**src/rtl/exmem_pkg.sv**
```systemverilog
// Shared types and helpers for the EX->MEM elastic boundary.
// Store funct3 codes, the entry control payload and the base byte-lane mask.
package exmem_pkg;

    localparam logic [2:0] SB = 3'b000;
    localparam logic [2:0] SH = 3'b001;
    localparam logic [2:0] SW = 3'b010;
    localparam logic [2:0] SD = 3'b011;

    typedef struct packed {
        logic [2:0] funct3;
        logic       rdsrc;
        logic       memtoreg;
        logic       memread;
        logic       regwrite;
        logic       misalign;
    } exmem_ctrl_t;

    // Lane mask before shifting by the byte offset; SD only exists on 64-bit datapaths.
    function automatic logic [7:0] byte_mask(input logic [2:0] funct3, input int unsigned xlen);
        logic [7:0] mask;
        mask = 8'h00;
        case (funct3)
            SB:      mask = 8'h01;
            SH:      mask = 8'h03;
            SW:      mask = 8'h0F;
            SD:      mask = (xlen == 64) ? 8'hFF : 8'h00;
            default: mask = 8'h00;
        endcase
        return mask;
    endfunction

endpackage

```
**src/rtl/exmem_store_align.sv**
```systemverilog
// Store lane alignment: active-low byte enables, lane-shifted data and misalign flag.
// Misalign trapping is built only when EXMEM_MISALIGN_TRAP_EN is defined.
module exmem_store_align
    import exmem_pkg::*;
#(
    parameter  int unsigned XLEN = 32,
    localparam int unsigned NB   = XLEN / 8,
    localparam int unsigned OW   = $clog2(NB)
) (
    input  logic [OW-1:0]   off,
    input  logic [2:0]      funct3,
    input  logic [XLEN-1:0] store_data,
    input  logic            mem_write,
`ifdef EXMEM_MISALIGN_TRAP_EN
    input  logic            mem_read,
`endif
    output logic [NB-1:0]   web_c,
    output logic [XLEN-1:0] data_c,
    output logic            misalign_c
);

    logic [NB-1:0] lanes;

    // Lanes shifted past the top of the word are dropped.
    assign lanes = NB'(NB'(byte_mask(funct3, XLEN)) << off);

`ifdef EXMEM_MISALIGN_TRAP_EN
    logic [2:0] align_mask;
    assign align_mask = 3'((4'd1 << funct3[1:0]) - 4'd1);
    assign misalign_c = (mem_write || mem_read) && (|(3'(off) & align_mask));
`else
    assign misalign_c = 1'b0;
`endif

    assign web_c  = (mem_write && !misalign_c) ? ~lanes : {NB{1'b1}};
    assign data_c = mem_write ? (store_data << {off, 3'b000}) : store_data;

endmodule

```
**src/rtl/exmem_elastic_reg.sv**
```systemverilog
// Two-entry (main + skid) elastic EX/MEM register with store lane alignment.
// Optional misalign trap: define EXMEM_MISALIGN_TRAP_EN.
module exmem_elastic_reg
    import exmem_pkg::*;
#(
    parameter int unsigned XLEN      = 32,
    parameter int unsigned REGADDR_W = 5
) (
    input  logic                 clk,
    input  logic                 reset,
    input  logic                 flush,
    input  logic                 in_valid,
    output logic                 in_ready,
    input  logic [XLEN-1:0]      ALU_out,
    input  logic [REGADDR_W-1:0] EXE_write_addr,
    input  logic [2:0]           EXE_funct3,
    input  logic [XLEN-1:0]      EXE_pc,
    input  logic [XLEN-1:0]      EXE_memory_in,
    input  logic                 EXE_RDSrc,
    input  logic                 EXE_MemtoReg,
    input  logic                 EXE_MemWrite,
    input  logic                 EXE_MemRead,
    input  logic                 EXE_RegWrite,
    output logic                 out_valid,
    input  logic                 out_ready,
    output logic [XLEN-1:0]      MEM_ALU_out,
    output logic [XLEN-1:0]      MEM_pc,
    output logic [XLEN-1:0]      MEM_memory_in,
    output logic [REGADDR_W-1:0] MEM_write_addr,
    output logic [2:0]           MEM_funct3,
    output logic [XLEN/8-1:0]    MEM_web,
    output logic                 MEM_RDSrc,
    output logic                 MEM_MemtoReg,
    output logic                 MEM_MemRead,
    output logic                 MEM_RegWrite,
    output logic                 MEM_misalign
);

    localparam int unsigned NB = XLEN / 8;
    localparam int unsigned OW = $clog2(NB);

    logic [NB-1:0]        in_web;
    logic [XLEN-1:0]      in_data;
    logic                 in_misalign;
    exmem_ctrl_t          in_ctrl;

    logic                 main_valid, main_valid_d;
    logic                 skid_valid, skid_valid_d;
    logic                 in_ready_d;
    logic                 push, pop;

    logic [XLEN-1:0]      m_alu, m_alu_d, s_alu, s_alu_d;
    logic [XLEN-1:0]      m_pc, m_pc_d, s_pc, s_pc_d;
    logic [XLEN-1:0]      m_data, m_data_d, s_data, s_data_d;
    logic [REGADDR_W-1:0] m_waddr, m_waddr_d, s_waddr, s_waddr_d;
    logic [NB-1:0]        m_web, m_web_d, s_web, s_web_d;
    exmem_ctrl_t          m_ctrl, m_ctrl_d, s_ctrl, s_ctrl_d;

    exmem_store_align #(.XLEN(XLEN)) u_align (
        .off        (ALU_out[OW-1:0]),
        .funct3     (EXE_funct3),
        .store_data (EXE_memory_in),
        .mem_write  (EXE_MemWrite),
`ifdef EXMEM_MISALIGN_TRAP_EN
        .mem_read   (EXE_MemRead),
`endif
        .web_c      (in_web),
        .data_c     (in_data),
        .misalign_c (in_misalign)
    );

    always_comb begin
        in_ctrl          = '0;
        in_ctrl.funct3   = EXE_funct3;
        in_ctrl.rdsrc    = EXE_RDSrc;
        in_ctrl.memtoreg = EXE_MemtoReg;
        in_ctrl.memread  = EXE_MemRead;
        in_ctrl.regwrite = EXE_RegWrite && !in_misalign;
        in_ctrl.misalign = in_misalign;
    end

    assign push = in_valid && in_ready;
    assign pop  = main_valid && out_ready;

    // Next-state for both entries; bubbles keep datapath but clear side-effecting controls.
    always_comb begin
        main_valid_d = main_valid;
        skid_valid_d = skid_valid;
        in_ready_d   = in_ready;
        m_alu_d = m_alu;  m_pc_d = m_pc;  m_data_d = m_data;
        m_waddr_d = m_waddr;  m_web_d = m_web;  m_ctrl_d = m_ctrl;
        s_alu_d = s_alu;  s_pc_d = s_pc;  s_data_d = s_data;
        s_waddr_d = s_waddr;  s_web_d = s_web;  s_ctrl_d = s_ctrl;

        if (flush) begin
            main_valid_d      = 1'b0;
            skid_valid_d      = 1'b0;
            in_ready_d        = 1'b1;
            m_web_d           = {NB{1'b1}};
            m_ctrl_d.regwrite = 1'b0;
            m_ctrl_d.memread  = 1'b0;
            m_ctrl_d.misalign = 1'b0;
        end else if (pop && skid_valid) begin
            m_alu_d = s_alu;  m_pc_d = s_pc;  m_data_d = s_data;
            m_waddr_d = s_waddr;  m_web_d = s_web;  m_ctrl_d = s_ctrl;
            skid_valid_d = 1'b0;
            in_ready_d   = 1'b1;
        end else if (push && (!main_valid || pop)) begin
            m_alu_d = ALU_out;  m_pc_d = EXE_pc;  m_data_d = in_data;
            m_waddr_d = EXE_write_addr;  m_web_d = in_web;  m_ctrl_d = in_ctrl;
            main_valid_d = 1'b1;
        end else if (push) begin
            s_alu_d = ALU_out;  s_pc_d = EXE_pc;  s_data_d = in_data;
            s_waddr_d = EXE_write_addr;  s_web_d = in_web;  s_ctrl_d = in_ctrl;
            skid_valid_d = 1'b1;
            in_ready_d   = 1'b0;
        end else if (pop) begin
            main_valid_d      = 1'b0;
            m_web_d           = {NB{1'b1}};
            m_ctrl_d.regwrite = 1'b0;
            m_ctrl_d.memread  = 1'b0;
            m_ctrl_d.misalign = 1'b0;
        end
    end

    always_ff @(posedge clk or posedge reset) begin
        if (reset) begin
            main_valid <= 1'b0;
            skid_valid <= 1'b0;
            in_ready   <= 1'b1;
            m_alu <= '0;  m_pc <= '0;  m_data <= '0;
            m_waddr <= '0;  m_web <= {NB{1'b1}};  m_ctrl <= '0;
            s_alu <= '0;  s_pc <= '0;  s_data <= '0;
            s_waddr <= '0;  s_web <= {NB{1'b1}};  s_ctrl <= '0;
        end else begin
            main_valid <= main_valid_d;
            skid_valid <= skid_valid_d;
            in_ready   <= in_ready_d;
            m_alu <= m_alu_d;  m_pc <= m_pc_d;  m_data <= m_data_d;
            m_waddr <= m_waddr_d;  m_web <= m_web_d;  m_ctrl <= m_ctrl_d;
            s_alu <= s_alu_d;  s_pc <= s_pc_d;  s_data <= s_data_d;
            s_waddr <= s_waddr_d;  s_web <= s_web_d;  s_ctrl <= s_ctrl_d;
        end
    end

    assign out_valid      = main_valid;
    assign MEM_ALU_out    = m_alu;
    assign MEM_pc         = m_pc;
    assign MEM_memory_in  = m_data;
    assign MEM_write_addr = m_waddr;
    assign MEM_funct3     = m_ctrl.funct3;
    assign MEM_web        = m_web;
    assign MEM_RDSrc      = m_ctrl.rdsrc;
    assign MEM_MemtoReg   = m_ctrl.memtoreg;
    assign MEM_MemRead    = m_ctrl.memread;
    assign MEM_RegWrite   = m_ctrl.regwrite;
    assign MEM_misalign   = m_ctrl.misalign;

endmodule
```
**config.mk**
```make
export PLATFORM = sky130hd
export DESIGN_NAME = exmem_elastic_reg
export DESIGN_NICKNAME = d
export VERILOG_FILES = /design/src/rtl/exmem_pkg.sv /design/src/rtl/exmem_store_align.sv /design/src/rtl/exmem_elastic_reg.sv
export SDC_FILE = /design/constraint.sdc
export NUM_CORES = 1
export LEC_CHECK = 0
export ABC_AREA = 1
export CORE_ASPECT_RATIO = 0.6
export CORE_MARGIN = 10
export CORE_UTILIZATION = 50
export CTS_CLUSTER_SIZE = 10
export DETAILED_ROUTE_END_ITERATION = 16
export MAX_ROUTING_LAYER = met4
export PLACE_DENSITY = 0.86
export SLEW_MARGIN = 20
export SYNTH_ARGS = -nofsm -noshare
export SYNTH_HDL_FRONTEND = slang
export SYNTH_SLANG_ARGS = --single-unit
```
**constraint.sdc**
```tcl
create_clock -name clk -period 22.4 [get_ports clk]
set_input_delay 4.48 -clock clk [delete_from_list [all_inputs] [get_ports clk]]
set_output_delay 4.48 -clock clk [all_outputs]
set_load 0.02 [all_outputs]
```
* After elaboration in Yosys (flattened, before gate mapping)
Cells that the tools add are included.
** Storage, ports and cells
- Bits in registers :: 228
- Logic and storage cells :: 87
** Cells by class
- Eq/ne operators :: 6
- Shift operators :: 2
- Muxes and demuxes :: 35
- Bitwise gates (word level) :: 4
- Reduce and logical (&&, ||, !) cells :: 16
** Operators with widths (number)
- two-way mux 32 bit :: 7
- left shift 32 x 5 -> 32 bit :: 1
- two-way mux 4 bit :: 6
- two-way mux 5 bit :: 3
- two-way mux 1 bit :: 13
- two-way mux 3 bit :: 4
- case mux 4 bit (3 select lines) :: 1
- two-way mux 8 bit :: 1
- AND reduction 2 bit :: 3
- nonzero test 3 bit :: 2
- logical AND 1 bit :: 4
- != test 4 x 2 -> 1 bit, second input constant :: 1
- inverter 4 bit :: 1
- AND reduction 4 bit :: 1
- nonzero test 4 bit :: 1
- left shift 4 x 2 -> 4 bit :: 1
- equality test 3 x 1 -> 1 bit, second input constant :: 1
- equality test 3 x 2 -> 1 bit, second input constant :: 1
- logical NOT 3 bit :: 1
- != test 3 x 2 -> 1 bit, second input constant :: 1
- != test 3 bit, second input constant :: 1
- inverter 1 bit :: 3
- AND reduction 3 bit :: 1
- != test 2 bit, second input constant :: 1
- other kinds (3) :: 3

* Longest topological paths before layout
Gate-level depths: netlist of run 1.
- Depth in word-level cells :: 8
- Mapped depth :: 11
- Mapped depth without buffers :: 9

* By module
Synthesis of run 1 repeated with hierarchy kept, for this count alone.
** Second synthesis, totals
- Cells, all modules :: 1415
- Area total of the unflattened synthesis :: 10894.2 um2
** Modules (own cells, without submodules)
- exmem_elastic_reg :: times used 1, cells an instance 1247, area each 10177.3 um2
- exmem_store_align :: times used 1, cells an instance 168, area each 716.9 um2

* Worst setup path after synthesis of run 1
OpenSTA, ideal clock, no wires.
- Kind :: input port to flip-flop
- Start :: input port ALU_out[0]
- End :: register m_data[24], in the netlist MEM_memory_in[24]
- Arrival :: 5337 ps
- Required time :: 22284 ps
- Path slack :: 16946 ps
- Stages on the path :: 10
- Cell sequence :: buf_4 -> inv_1 -> nor2_1 -> nand2_1 -> nand2_1 -> nand2_1 -> nand2_1 -> nand2_1 -> nand2_1 -> nand2_1
** On the way
- Cells in the longest elaborated chain, start to end :: 4
** Ends and longest elaborated chain
- start: declaration :: line exmem_elastic_reg.sv:14 : input logic [XLEN-1:0] ALU_out,
- left shift 32 x 5 -> 32 bit :: line exmem_store_align.sv:36 : assign data_c = mem_write ? (store_data << {off, 3'b000}) : store_data;
- two-way mux 32 bit :: line exmem_store_align.sv:36
- two-way mux 32 bit :: line exmem_elastic_reg.sv:108 : end else if (push && (!main_valid || pop)) begin
- two-way mux 32 bit :: line exmem_elastic_reg.sv:103 : end else if (pop && skid_valid) begin
- end signal: assignment :: line exmem_elastic_reg.sv:139 : m_alu <= m_alu_d; m_pc <= m_pc_d; m_data <= m_data_d;
- end: declaration :: line exmem_elastic_reg.sv:54 : logic [XLEN-1:0] m_data, m_data_d, s_data, s_data_d;
Every way passes these cells. The select of a mux whose other input is x is not followed.
A chain may end at the register's enable or synchronous reset.

* Worst setup path after layout of run 1
- Start :: input port out_ready
- End :: register m_pc[5], in the netlist MEM_pc[5]
** On the way
- Cells in the longest elaborated chain, start to end :: 5
** Ends and longest elaborated chain
- start: declaration :: line exmem_elastic_reg.sv:25 : input logic out_ready,
- logical AND 1 bit (*) :: line exmem_elastic_reg.sv:83 : assign pop = main_valid && out_ready;
- logical OR 1 bit :: line exmem_elastic_reg.sv:108
- logical AND 1 bit :: line exmem_elastic_reg.sv:108
- nonzero test 2 bit (no source line)
- AND reduction 2 bit (no source line)
- end signal: assignment :: line exmem_elastic_reg.sv:139
- end: declaration :: line exmem_elastic_reg.sv:53 : logic [XLEN-1:0] m_pc, m_pc_d, s_pc, s_pc_d;
Every way passes the cells marked *; elsewhere a longest branch is shown, timed or not.

==> summary.txt, run 1 <==
Placed design
  • Post-placement cell area: roughly 12000 µm²
  • Hpwl dp: ~20000 µm
  • Port bufs: ~230
  • GPL Wtd Cong: just over 0.9

Drt
  • Drt wl/cell: 17.3 µm
  • Vias/cell: ~5.3
  • Routed wire length: 29200 µm
  • Initial DRC Count: 972
  • Total number of vias: ~9000
  • First-pass DRT Iterations: 5
  • Post-DRT Antenna Nets: 0
  • Remaining DRCs: 0

GRT
  • Grt peak-use layer: met1
  • Initial antenna violation count: 0
  • Congestion Overflow GR: 0
  • First-pass GRT wire length: around 46000 µm
  • Met1 Use GR: 31.4%
  • Met3 Use GR: under 10%
  • Pin count of the biggest net entering global routing: just over 100
  • GR Util All Layers: between 20 and 25%
  • Vias in the first global route: 8674
  • GR Util met2: around a third

Critical path
  • CP peak stage delay: between 0.8 and 0.9 ns
  • Critical Path Source Type: input port
  • Worst path cell trace: clkdlybuf4s50_1 -> nand3_4 -> a21oi_4 -> buf_4 -> buf_4 -> nand3_1 -> o21a_1
  • CP max FO: 97
  • Crit path top cell by count: buf_4
  • CP Capture Type: flip-flop
  • Worst EP arrival: 8.07 ns
  • Crit Path Class: input port to flip-flop
  • Crit-path slowest cell: a21oi_4
  • WP data required: 22.79 ns

Timing
  • Final Setup Violations: 0
  • Pins Over Slew Limit: 0
  • Final Cycle Share: roughly a third
  • Setup Skew: between 0.01 and 0.015 ns
  • Final Hold Fails: 0
  • Fin crit period: about 7.7 ns
  • Worst Tran Pin Value: about 0.97 ns
  • Fmax achieved: between 100 and 150 MHz
  • RSZ-0062 raised after global routing: false
  • Rel. slew slack: 35.6%
  • TNS Setup: 0 ns
  • Hold_ws: 0.474 ns

Floorplanning
  • Floorplan row count: 40
  • Die Wd: just over 200 µm
  • Io pins: roughly 230
  • Core Box Area: between 20000 and 25000 µm²
  • Chip height: approximately 130 µm
  • Die ar.: about 27000 µm²
  • Starting Density: about half

Logic synthesis
  • Post-Synthesis Net Count: 1337
  • Yosys warnings: 0
  • Register area share after synthesis: between 50 and 60%
  • Synth Register Bits: roughly 230
  • Netlist cell types: 25
  • Post-Synthesis Cell Area: approximately 10000 µm²
  • Synth Instances: 1223
  • Syn Area/Cell: 8.33 µm²

Cells and area
  • Final #Nets: approximately 1500
  • Final instance area: roughly 13000 µm²
  • Most frequent cells in the layout: nand2_1, clkdlybuf4s50_1, dfrtp_1
  • Ant diodes: 0
  • Area grow syn2layout: 29.5%
  • Commonest non-fill, non-tap cell in the layout: nand2_1
  • Share of cells above drive strength 1: just under 4%

Pwr
  • Worst vdd ir: between 0.05 and 0.06 mV
  • Lkg Pwr: 0.00609 µW
  • PD cells: 93.8 nW/µm²

CTS
  • CTS tree: built
  • Clock H-tree levels: 1
  • Clk slew on worst S/H paths: ~0.060 ns
  • Clk buf depth: 3
  • Root Buffer: clkbuf_16
  • Clk_lat worst skew: 0.51 ns
  • CTS sink cnt: about 230
  • Total CTS buffers: 26
  • Postcts setup bufs: 0
  • CTS hold repair buffers: 0
  • CTS resizes: 0

Run
  • Max cap viols: 0

Worst hold path
  • Hold crit path type: flip-flop to flip-flop

Outcome
  • Status: complete, no violations
-- final timing paths --
path,from,to,slack (ns),cells after the start
worst max-delay path,out_ready,MEM_pc[5]$_DFFE_PP0P_,14.72,7
worst min-delay path,s_web[0]$_DFFE_PP1P_,s_web[0]$_DFFE_PP1P_,0.47,2
worst max register to register,out_valid$_DFFE_PP0P_,MEM_pc[5]$_DFFE_PP0P_,18.71,6
worst min register to register,s_web[0]$_DFFE_PP1P_,s_web[0]$_DFFE_PP1P_,0.47,2
max in group asynchronous,reset,MEM_ALU_out[17]$_DFFE_PP0P_,16.59,3
min in group asynchronous,reset,MEM_pc[28]$_DFFE_PP0P_,4.50,2
-- per-layer routing --
layer	vias up	wire length, µm
li1	4314	-
met1	4278	14000
met2	345	12400
met3	31	2390
met4	0	405
met5	-	0
-- flip-flops by register name, summed over array words and instances, names as in the netlist, 3 cells and up --
| signal | flops |
|---|---|
| MEM_ALU_out | 32 |
| MEM_memory_in | 32 |
| MEM_pc | 32 |
| s_alu | 32 |
| s_data | 32 |
| s_pc | 32 |
| s_ctrl | 7 |
| MEM_write_addr | 5 |
| s_waddr | 5 |
| MEM_web | 4 |
| s_web | 4 |
| MEM_funct3 | 3 |
-- worst max-delay path, delay by kind of cell --
family	cells	cell delay [ns]
buffers and inverters	3	1.74
AOI/OAI and AO/OA	2	1.03
and+or+nand+nor	2	0.66
-- power by group --
part           internal, µW  switching [µW]  leakage [µW]  total [µW]
Sequential              512            56.8       0.00272         569
Combinational           137             158       0.00302         295
Clock                   217             157      0.000348         374
-- logic make-up after synthesis --
family	synth area share, %
AO/OA/AOI/OAI	14.0
buffers and inverters	5.65
flip-flops	55.9
other	0.0368
AND/OR/NAND/NOR	24.4
-- Yosys cell counts (all sizes together) --
cell type  count  area [µm²]
a21oi         36         184
a31oi          4        25.0
buf           61         360
clkbuf        19        71.3
clkinv         1        5.00
conb           1        3.75
dfrtp        218        5460
dfstp          9         236
inv           37         139
nand2        480        1800
nand3         88         445
nand4          2        12.5
nor2          57         216
o211ai         2        15.0
o21a          68         510
o21ai        139         696
or2            1        6.26
-- cell type report --
type / count / area [µm²]
Multi-Input combinational cell: 878 / 3950
Inverter: 38 / 151
Sequential cell: 227 / 5690
Clock inverter: 1 / 5.00
Timing Repair Buffer: 236 / 2340
Fill cell: 1595 / 6830
Clock buffer: 37 / 713
Tap cell: 273 / 342
-- through the flow --
step                std cells  setup slack, ns  util [%]  total power [µW]
floorplan                1223            11.72         -               724
global placement         1652            14.43      62.3               857
detailed placement       1652            14.27      62.3               869
CTS                      1690            14.80      65.9              1250
global route             1690            14.46      65.9              1300
finish                   1690            14.72      65.9              1240
Power figures use the tool's default switching activity.
==> inputs of run 2 (changes only) <==
==> constraint.sdc (replaced) <==
create_clock -name clk -period 7.6 [get_ports clk]
set_input_delay 1.52 -clock clk [delete_from_list [all_inputs] [get_ports clk]]
set_output_delay 1.52 -clock clk [all_outputs]
set_load 0.02 [all_outputs]
==> run 2 against run 1 <==
Effect of this change:
- first-iteration DRC count shrank 4.6%
- worst hold slack got worse by 0.0068 ns
- routed wire length rose by 1.7%
- register-to-register slack got worse by 15 ns
- clock-buffer cell count up 2
- sequential share of layout area shrank 0.18 points
- clock skew decreased by 0.0013 ns
- core utilization is 0.27 points higher
- design area up 0.41%
- combinational power rose to 3.0 times the previous value
- highest routed layer unchanged
==> summary.txt, run 2 (synthesized netlist as in run 1, its figures left out) <==
CTS
  • Total CTS buffers: 26
  • Root Buffer: clkbuf_16
  • Clk_lat worst skew: 0.51 ns
  • CTS hold repair buffers: 0
  • CTS sink cnt: around 230
  • Clk slew on worst S/H paths: about 0.050 ns
  • Postcts setup bufs: 0
  • CTS resizes: 0
  • Clock H-tree levels: 1
  • CTS tree: built
  • Clk buf depth: 3

Drt
  • Remaining DRCs: 0
  • Routed wire length: just under 30000 µm
  • Drt wl/cell: 17.6 µm
  • Total number of vias: between 9000 and 10000
  • Vias/cell: approximately 5.4
  • First-pass DRT Iterations: 5
  • Post-DRT Antenna Nets: 0
  • Initial DRC Count: about 900

Critical path
  • Crit path top cell by count: buf_4
  • WP data required: ~8.0 ns
  • Buf/Inv on CP: 4
  • Worst path cell trace: clkdlybuf4s50_1 -> nand3_4 -> buf_4 -> clkinv_2 -> buf_4 -> nand2_1 -> nand3_1 -> o21a_1
  • Crit-path slowest cell: buf_4
  • Critical Path Source Type: input port
  • CP Capture Type: flip-flop
  • CP max FO: 80
  • Crit Path Class: input port to flip-flop
  • Worst EP arrival: roughly 4.9 ns
  • Kind of cell adding the most delay to the critical path: buffers and inverters
  • CP peak stage delay: about 0.75 ns

Pwr
  • Lkg Pwr: 0.00611 µW
  • PD cells: 277 nW/µm²
  • Worst vdd ir: roughly 0.15 mV

Run
  • Max cap viols: 0

Timing
  • Rel. slew slack: 36.0%
  • Fin crit period: 4.49 ns
  • Hold_ws: about 0.47 ns
  • Fmax achieved: 223 MHz
  • Final Setup Violations: 0
  • Worst Tran Pin Value: 0.960 ns
  • Setup Skew: approximately 0.011 ns
  • Pins Over Slew Limit: 0
  • RSZ-0062 raised after global routing: false
  • Final Hold Fails: 0
  • TNS Setup: 0 ns
  • Final Cycle Share: between 50 and 60%

GRT
  • Vias in the first global route: 8865
  • Pin count of the biggest net entering global routing: 180
  • Initial antenna violation count: 0
  • Congestion Overflow GR: 0
  • First-pass GRT wire length: between 40000 and 50000 µm
  • GR Util All Layers: between 20% and 30%

Cells and area
  • Most frequent cells in the layout: nand2_1, clkdlybuf4s50_1, dfrtp_1
  • Area grow syn2layout: 30.0%
  • Ant diodes: 0
  • Commonest non-fill, non-tap cell in the layout: nand2_1
  • Filler cells: between 1500 and 2000
  • Share of cells above drive strength 1: under 10%
  • Final #Nets: between 1500 and 2000

Floorplanning
  • Io pins: between 200 and 250
  • Starting Density: 50.9%
  • Die ar.: 26700 µm²
  • Die Wd: 204 µm
  • Floorplan row count: 40
  • Chip height: roughly 130 µm
  • Core Box Area: approximately 20000 µm²

Worst hold path
  • Hold crit path type: flip-flop to flip-flop

Outcome
  • Status: complete, no violations

Placed design
  • Hpwl dp: 20200 µm
  • Port bufs: between 200 and 250
  • GPL Wtd Cong: 0.891
run 2: per-layer routing:
metal | GRT usage (%) | vias up | wire (µm)
li1 | - | 4318 | -
met1 | 31.7 | 4370 | 13900
met2 | 32.5 | 334 | 13000
met3 | 5.73 | 25 | 2520
met4 | 3.25 | 0 | 329
met5 | - | - | 0
run 2: power breakdown:
| part | internal [µW] | total (µW) | leakage (µW) | switching (µW) |
|---|---|---|---|---|
| Sequential | 1510 | 1680 | 0.00272 | 173 |
| Combinational | 406 | 872 | 0.00303 | 466 |
| Clock | 652 | 1110 | 0.000353 | 457 |
run 2: worst min-delay path, cell delays in order, from the launching register on:
cell and delay (ns):
dfstp_2 0.36, nand2_1 0.05, nand2_1 0.05
run 2: through the flow:
| step | setup slack [ns] | total power, µW | utilization (%) | std cells | area [µm²] |
|---|---|---|---|---|---|
| 3_3_place_gp | 2.70 | 2520 | 62.4 | 1651 | 12500 |
| 3_5_place_dp | 2.66 | 2570 | 62.4 | 1651 | 12500 |
| 4_1_cts | 3.17 | 3690 | 66.0 | 1690 | 13200 |
| 6_report | 3.11 | 3660 | 66.2 | 1691 | 13200 |
| 5_1_grt | 2.88 | 3850 | 66.2 | 1691 | 13200 |
| 2_1_floorplan | 3.12 | 2140 | - | 1223 | 10200 |
run 2: area by class of cell:
cell class | count | area, µm² | share of cell area (%)
clock buffer | 39 | 731 | 5.52
tap | 273 | 342 | 2.58
multi-input combinational | 878 | 3950 | 29.8
sequential | 227 | 5690 | 43.0
inverter | 38 | 148 | 1.11
timing repair buffer | 236 | 2380 | 18.0
run 2: final timing paths:
| path | endpoint | depth (start not counted) | slack (ns) | startpoint |
|---|---|---|---|---|
| max reg2reg | MEM_pc[16]$_DFFE_PP0P_ | 7 | 4.12 | out_valid$_DFFE_PP0P_ |
| min reg2reg | s_web[0]$_DFFE_PP1P_ | 2 | 0.47 | s_web[0]$_DFFE_PP1P_ |
| min in group asynchronous | MEM_pc[15]$_DFFE_PP0P_ | 3 | 1.56 | reset |
| max in group asynchronous | s_ctrl[1]$_DFFE_PP0P_ | 4 | 4.65 | reset |
| max | MEM_pc[16]$_DFFE_PP0P_ | 8 | 3.11 | out_ready |
| min | s_web[0]$_DFFE_PP1P_ | 2 | 0.47 | s_web[0]$_DFFE_PP1P_ |
==> inputs of run 3 (changes only) <==
==> constraint.sdc (replaced) <==
create_clock -name clk -period 4.49 [get_ports clk]
set_input_delay 0.898 -clock clk [delete_from_list [all_inputs] [get_ports clk]]
set_output_delay 0.898 -clock clk [all_outputs]
set_load 0.02 [all_outputs]
==> run 3 against run 2 <==
Effect of this change:
- sequential power increased by 69%
- die area unchanged
- clock-buffer cell count rose by 8
- largest power group unchanged
==> summary.txt, run 3 (synthesized netlist as in run 1, its figures left out) <==
GRT
  • Vias in the first global route: 8809
  • GR Util All Layers: between 20 and 25%
  • Pin count of the biggest net entering global routing: between 150 and 200
  • Congestion Overflow GR: 0
  • First-pass GRT wire length: between 40000 and 50000 µm
  • Initial antenna violation count: 1

CTS
  • Clk_lat worst skew: approximately 0.51 ns
  • Clk slew on worst S/H paths: around 0.06 ns
  • Postcts setup bufs: 0
  • Root Buffer: clkbuf_16
  • Total CTS buffers: 26
  • CTS tree: built
  • CTS resizes: 0
  • CTS hold repair buffers: 0
  • CTS sink cnt: 227
  • Clock H-tree levels: 1
  • Clk buf depth: 3

Timing
  • Fin crit period: 2.79 ns
  • Fmax achieved: 358 MHz
  • Pins Over Slew Limit: 0
  • TNS Setup: 0 ns
  • Worst Tran Pin Value: around 0.95 ns
  • Final Hold Fails: 0
  • Setup Skew: between 0.01 and 0.015 ns
  • RSZ-0062 raised after global routing: false
  • Rel. slew slack: a little under two fifths
  • Final Cycle Share: between 60 and 70%
  • Final Setup Violations: 0

Drt
  • Remaining DRCs: 0
  • Total number of vias: approximately 9300
  • Vias/cell: about 5.4
  • Routed wire length: between 20000 and 30000 µm
  • Post-DRT Antenna Nets: 0
  • Initial DRC Count: ~1000
  • First-pass DRT Iterations: 6
  • Drt wl/cell: roughly 17 µm

Pwr
  • PD cells: between 400 and 500 nW/µm²
  • Worst vdd ir: roughly 0.25 mV
  • Lkg Pwr: 0.00614 µW

Placed design
  • Hpwl dp: 20500 µm
  • Port bufs: ~230
  • GPL Wtd Cong: a little over 0.9
  • Dpl cells: around 1700
  • Post-placement cell area: 12600 µm²

Critical path
  • R2R Path End: MEM_memory_in[9]$_DFFE_PP0P_
  • End of the critical path: MEM_memory_in[9]$_DFFE_PP0P_
  • CP peak stage delay: between 0.6 and 0.7 ns
  • Worst path cell trace: clkdlybuf4s50_1 -> inv_1 -> nand2_1 -> nand2_1 -> a21oi_4 -> buf_4 -> o21ai_0 -> o21ai_0
  • CP Capture Type: flip-flop
  • WP data required: slightly below 5 ns
  • Worst EP arrival: 3.21 ns
  • R2R cell count: 7
  • Crit Path Class: input port to flip-flop
  • Critical Path Source Type: input port
  • Crit-path slowest cell: a21oi_4
  • R2r startpoint: in_ready$_DFFE_PP1P_
  • R2R Setup Slk: approximately 2.1 ns
  • CP max FO: 35
  • Start point of the critical path: out_ready

Cells and area
  • Area occupied by multi-input gates: roughly 4000 µm²
  • Final instance area: between 10000 and 15000 µm²
  • Filler cells: 1582
  • Final #Nets: approximately 1500
  • Share of cells above drive strength 1: 4.19%
  • Post-route insts no fill: ~1700
  • Commonest non-fill, non-tap cell in the layout: nand2_1
  • FF/Latch Area: approximately 5700 µm²
  • Most frequent cells in the layout: nand2_1, clkdlybuf4s50_1, dfrtp_1
  • Area grow syn2layout: 30.7%

Worst hold path
  • Hold crit path type: flip-flop to flip-flop
  • WHS Path Cells: 2

Floorplanning
  • Io pins: ~230
  • Die ar.: roughly 27000 µm²
  • Die Wd: between 200 and 250 µm
  • Core Box Area: 20000 µm²
  • Starting Density: 50.9%
  • Floorplan row count: 40
  • Chip height: 131 µm

Outcome
  • Status: complete, no violations

Run
  • Max cap viols: 0
-- run 3: changes by cell type in the layout (fill, tap and decap cells not counted), sizes merged --
cell,previous run,this run
clkbuf,39,47
diode,0,1
clkinv,1,2
buf,9,14
-- run 3: report_power, final --
group / switching (µW) / leakage [µW] / internal (µW) / total, µW
Sequential: 283 / 0.00272 / 2550 / 2840
Combinational: 798 / 0.00306 / 689 / 1490
Clock: 787 / 0.000360 / 1120 / 1900
-- run 3: layer usage --
metal  GRT usage (%)  up-vias  wire [µm]
li1                -     4337          -
met1            31.3     4443      13400
met2            31.9      437      12800
met3            6.47       36       3240
met4            3.86        0        429
met5               -        -          0
-- run 3: worst min path at each step --
| stage | slack, ns | to | startpoint |
|---|---|---|---|
| 2_1_floorplan | 0.45 | s_web[0]$_DFFE_PP1P_ | s_web[0]$_DFFE_PP1P_ |
| 3_3_place_gp | 0.46 | s_web[0]$_DFFE_PP1P_ | s_web[0]$_DFFE_PP1P_ |
| 3_5_place_dp | 0.47 | s_web[0]$_DFFE_PP1P_ | s_web[0]$_DFFE_PP1P_ |
| 4_1_cts | 0.48 | s_web[0]$_DFFE_PP1P_ | s_web[0]$_DFFE_PP1P_ |
| 5_1_grt | 0.49 | s_web[2]$_DFFE_PP1P_ | s_web[2]$_DFFE_PP1P_ |
| 6_report | 0.47 | s_web[0]$_DFFE_PP1P_ | s_web[0]$_DFFE_PP1P_ |
-- run 3: layout make-up --
cell class / count / share of cell area, %
clock inverter: 1 / 0.0376
multi-input combinational: 878 / 29.7
sequential: 227 / 42.7
inverter: 38 / 1.11
antenna: 1 / 0.0188
timing repair buffer: 241 / 18.2
tap: 273 / 2.57
clock buffer: 47 / 5.64
-- run 3: critical path, delay by kind of cell --
family                 cells  cell delay (ns)
buffers and inverters      3             1.09
AOI/OAI and AO/OA          3             0.99
and+or+nand+nor            2             0.20
-- run 3: per-stage QoR --
| stage | total power (µW) | utilization [%] | worst slack [ns] | hold WS [ns] |
|---|---|---|---|---|
| 2_1_floorplan | 3610 | - | 0.633 | 0.446 |
| 3_3_place_gp | 4280 | 62.7 | 1.36 | 0.455 |
| 3_5_place_dp | 4350 | 62.7 | 1.22 | 0.465 |
| 4_1_cts | 6280 | 66.5 | 1.74 | 0.475 |
| 5_1_grt | 6550 | 66.5 | 1.41 | 0.487 |
| 6_report | 6230 | 66.5 | 1.70 | 0.473 |
